<file path="config.mk">
export PLATFORM = sky130hd
export DESIGN_NAME = rgb_pwm_driver
export DESIGN_NICKNAME = d
export VERILOG_FILES = /design/src/rtl/rgb_pwm_driver.sv
export SDC_FILE = /design/constraint.sdc
export NUM_CORES = 1
export LEC_CHECK = 0
export CAP_MARGIN = 30
export CORE_MARGIN = 3
export CORE_UTILIZATION = 40
export DETAILED_ROUTE_END_ITERATION = 12
export PLACE_DENSITY = 0.56
export SKIP_LAST_GASP = 1
export SYNTH_ARGS = -nofsm -noshare
export SYNTH_HDL_FRONTEND = slang
export SYNTH_SLANG_ARGS = --single-unit
</file>
<file path="constraint.sdc">
create_clock -name clk -period 1.9 [get_ports clk]
set_input_delay 0.38 -clock clk [delete_from_list [all_inputs] [get_ports clk]]
set_output_delay 0.38 -clock clk [all_outputs]
set_load 0.02 [all_outputs]
</file>
<file path="src/rtl/rgb_pwm_driver.sv">
// RGB LED PWM driver: per-channel duty registers shadowed at period wrap, gated by switch inputs.
// Optional macro FADE_EN: active duty ramps one step per period toward the written target.
module rgb_pwm_driver #(
    parameter int NUM_LEDS = 2,
    parameter int PWM_BITS = 8,
    parameter int PRESCALE = 4,
    localparam int CH = 3 * NUM_LEDS,
    localparam int AW = (CH > 1) ? $clog2(CH) : 1
) (
    input  logic                clk,
    input  logic                rst_n,
    input  logic [CH-1:0]       in,
    input  logic                wr_en,
    input  logic [AW-1:0]       wr_addr,
    input  logic [PWM_BITS-1:0] wr_data,
    output logic [CH-1:0]       out,
    output logic                period_done
);

    localparam int PW = (PRESCALE > 1) ? $clog2(PRESCALE) : 1;
    localparam logic [PW-1:0] PRESC_LAST = PW'(PRESCALE - 1);
    localparam logic [PWM_BITS-1:0] DMAX = '1;

    logic [PW-1:0]       presc;
    logic [PWM_BITS-1:0] cnt;
    logic [PWM_BITS-1:0] pending [CH];
    logic [PWM_BITS-1:0] active  [CH];
    logic [PWM_BITS-1:0] target  [CH];
    logic [CH-1:0]       wr_sel;
    logic                tick;
    logic                wrap;

`ifdef FADE_EN
    function automatic logic [PWM_BITS-1:0] step_toward(input logic [PWM_BITS-1:0] cur,
                                                        input logic [PWM_BITS-1:0] tgt);
        if (cur < tgt) return cur + PWM_BITS'(1);
        if (cur > tgt) return cur - PWM_BITS'(1);
        return cur;
    endfunction
`endif

    assign tick = (presc == PRESC_LAST);
    assign wrap = tick && (cnt == DMAX);

    // A write landing on the wrap cycle is visible to the shadow copy in that same cycle.
    always_comb begin
        wr_sel = '0;
        for (int i = 0; i < CH; i++) begin
            wr_sel[i] = wr_en && (int'(wr_addr) == i);
            target[i] = wr_sel[i] ? wr_data : pending[i];
        end
    end

    always_ff @(posedge clk or negedge rst_n) begin
        if (!rst_n) begin
            presc       <= '0;
            cnt         <= '0;
            out         <= '0;
            period_done <= 1'b0;
            for (int i = 0; i < CH; i++) begin
                pending[i] <= '0;
                active[i]  <= '0;
            end
        end else begin
            presc       <= tick ? '0 : presc + PW'(1);
            period_done <= wrap;
            if (tick) begin
                cnt <= cnt + PWM_BITS'(1);
            end
            for (int i = 0; i < CH; i++) begin
                // Full duty is forced on so there is no one-step dark gap at the period end.
                out[i] <= in[i] && ((active[i] == DMAX) || (cnt < active[i]));
                if (wr_sel[i]) begin
                    pending[i] <= wr_data;
                end
                if (wrap) begin
`ifdef FADE_EN
                    active[i] <= step_toward(active[i], target[i]);
`else
                    active[i] <= target[i];
`endif
                end
            end
        end
    end

endmodule

</file>
== Word-level counts from Yosys, hierarchy flattened ==
Cells that the tools add are included.

* Add/subtract/negate cells: 2
* Equal/unequal tests: 13
* Muxes and demuxes: 7
* $lt $le $gt $ge: 6
* Reductions and logical operators: 20

{| class="wikitable"
|+ Operator list
! kind !! count
|-
| $eq 8x8->1 const B || 7
|-
| $lt 8x8->1 || 6
|-
| $mux 8 || 6
|-
| $logic_and 1x1->1 || 13
|-
| $eq 3x3->1 const B || 4
|-
| $add 8x1->8 const B || 1
|-
| $logic_or 1x1->1 || 6
|-
| $eq 3x2->1 const B || 1
|-
| $logic_not 3->1 || 1
|-
| $add 2x1->2 const B || 1
|-
| $eq 2x2->1 const B || 1
|-
| $mux 2 || 1
|}

* Register bits: 113
* Output and inout bits: 7

== Depth between registers and ports, before layout ==
* Word-level depth: 3
* Depth in mapped cells: 8
* Depth with buffers taken out: 6

== Worst setup path after synthesis ==
No wires, ideal clock.

* Path kind: input to register
* Start point: in wr_addr[1]
* End point: reg active[40] (netlist bit)
* Setup slack: 0.211 ns
* Buffers on the path: 1
* Cell stages on the path: 4
* Setup time: 0.125 ns
* Arrival time: 1.564 ns
* Cell sequence: buf_6 > nor4b_4 > mux2_4 > mux2_2

{| class="wikitable"
|+ RTL lines
! element !! RTL line !! source
|-
| from (decl) || 14 || <nowiki>input logic [AW-1:0] wr_addr,</nowiki>
|-
| to (signal, indexed assignment) || 80 || <nowiki>active[i] <= target[i];</nowiki>
|-
| to (decl) || 27 || <nowiki>logic [PWM_BITS-1:0] active [CH];</nowiki>
|}

==> flow_summary.ini <==
[clock_network]
cts_max_level = 4
cts-buffers-inserted = 17
cts_sinks = 113
postCtsResizedCells = 0
clk_latency_ns = 0.41
cts_tree = yes
path_clk_slew_ns = 0.05
root_buffer = clkbuf_16
clock_path_buffers = 2

[yosys]
synth_area_sq_um = 5390
synthFlopType = dfrtp_1
netlist_top_cells_area = dfrtp_1, mux2_2, ha_1
synth_area_per_cell_sq_um = 11.85
async_flop_share_pct = 100.0
synth-warning-count = 0
seq_area_frac_synth_pct = 52.46
synth-seq-cells = 113
synth_top_area_share_pct = 52.46
synth_cells = 455
synth_cell_type_count = 28
synth_enable_flop_cells = 0
synth_area_leader_cell = dfrtp_1
syn-num-nets = 519

[floorplanning]
rows = 41
io_pins = 27
dieArea_sq_um = 14900
chipWidth_um = 122.1
die_h_um = 122.1
initial_core_util_pct = 41.86
core_sq_um = 12880

[timing]
fin_skew_ns = 0.006672
hold_viol = 0
slew_headroom_pct = 66.65
period_needed_ns = 1.772
slew_viol_final = 0
hold-worst-slack_ns = 0.4322
tightest_slew_ns = 0.5003
fmax_mhz = 564.2
finalSetupViolations = 0
period_share_pct = 93.28
rsz0062_at_grt = false

[pwr]
peakVddDrop_mv = 0.6312
power_density_nw_per_um2 = 895.9
leakagePower_uw = 0.003168

[placed_design]
gp_congestion = 0.8087
dp_hpwl_um = 8664
numPortBuffers = 26
dpl_cell_area_sq_um = 6100

[critical_path]
required_ns = 2.18
startpoint = wr_addr[1]
worstSetupPathType = in2reg
worstSetupEndpointType = flop
cp-start-kind = input port
cp_max_fo = 8
crit_arrival_ns = 2.06
r2r_start = cnt[3]$_DFFE_PN0P_

[finish]
num_antenna_cells = 0
nNetsFinal = 582
post-route-util_pct = 51.34
area_growth_pct = 22.63
design_area_sq_um = 6610
drive_gt1_share_pct = 23.86

[grt]
grt_max_degree = 36
antenna_found_initial = 0
grt_pass1_vias = 3799
groute.usage.overall_pct = 18.05
grt.overflow.total = 0
grt_pass1_wl_um = 19820

[run]
drv_cap = 0

[drt]
remaining_drc_errors = 0
drtAntennaViolNets = 0
vias = 3595
routedWlPerCell_um = 17.37
avgViaCountPerCell = 5.136
dr.pass1.iters = 4
drtIter0Drc = 248
wl_um = 12160

[outcome]
status = completed

[min_path]
hold_start = presc[0]$_DFF_PN0_
min_path_type = reg2reg
## cell usage after synthesis (7+ instances only)
library cell	count
buf_2	7
dfrtp_1	113
ha_1	44
inv_1	42
mux2_2	59
nand2_1	39
nand4_1	16
nor2_1	10
o21ai_0	46
o21ai_2	7
## logic make-up after synthesis
kind of cell	Yosys count	share of synthesized area [%]
buf+inv	56	4.619
flops	113	52.46
fa+ha+maj	44	10.21
mux	62	13.16
xor+xnor	7	1.137
compound gates	71	7.916
simple gates	102	10.49
## repair_timing
item | CTS | global route
setup buffers | 0 | 0
hold buffers | 1 | 0
endpoints found under the hold margin | 32 | 0
## power breakdown
part           leakage (uW)  total (uW)  switching [uW]  internal, uW
Combinational       0.00165         505             237           268
Sequential          0.00128        2690            55.8          2640
Clock              0.000242        2720             979          1740
## per-layer routing
metal  vias to the layer above  global-route usage [%]  wire [um]  part of all wire, %
met5                         -                       0          0                    0
met2                        46                   29.70       6091                   50
met3                        23                   4.550        247                  2.0
met4                         0                   7.418        254                  2.1
met1                      1795                   22.73       5565                   46
li1                       1731                       -          -                    -
## flip-flops by register name, indices dropped and copies added (netlist names)
register     cells
active          48
cnt              8
out              6
pending         48
period_done      1
presc            2
## metrics by stage
step	setup WS, ns	TNS [ns]	total power, uW	cells
6_report	0.1277	0	5922	700
5_1_grt	0.06651	0	6170	700
4_1_cts	0.1280	0	5984	700
3_5_place_dp	-0.2936	-10.82	3243	670
3_3_place_gp	-0.2559	-8.836	3215	670
2_1_floorplan	0.2109	0	3011	455
## critical path, cell delays in order
cell and delay (ns):
clkdlybuf4s50_1 0.57, nor4b_4 0.32, buf_4 0.20, mux2_4 0.31
mux2_2 0.27
## final timing paths
check | to | slack [ns] | cells after the start
setup / recovery | active[40]$_DFFE_PN0P_ | 0.13 | 5
hold / removal | presc[0]$_DFF_PN0_ | 0.43 | 1
setup reg to reg | out[5]$_DFF_PN0_ | 0.21 | 6
hold reg to reg | presc[0]$_DFF_PN0_ | 0.43 | 1
max in group asynchronous | pending[28]$_DFF_PN0_ | 0.78 | 3
min in group asynchronous | pending[17]$_DFF_PN0_ | 0.49 | 2
## final cells by class
class,count,area [sq um]
timing repair buffer,58,588.1
tap,172,215.2
multi-input combinational,286,2321
fill,1131,6266
clock buffer,29,500.5
inverter,42,157.7
sequential,113,2828
## cell usage in the layout, fill, tap and decap left out, types with 2 or more instances in the layout
cell type,synthesis,final
a211o_1,6,6
buf_12,0,7
clkbuf_1,3,9
nor2_1,10,9
nor3_1,6,6
inv_1,42,42
clkdlybuf4s50_1,0,25
nand4_1,16,16
nand3_1,6,6
clkbuf_8,0,3
or4_1,6,6
mux2_4,3,3
nand4b_2,2,2
xor2_1,3,3
nand2_1,39,39
clkbuf_16,0,17
nor2b_1,6,6
a31oi_1,6,6
buf_4,0,25
mux2_2,59,59
ha_1,44,44
nand2b_1,6,6
dfrtp_1,113,113
and4bb_1,2,2
a211oi_1,6,6
xnor2_1,4,4
o21ai_2,7,7
o21ai_0,46,46
Power figures use the tool's default switching activity.
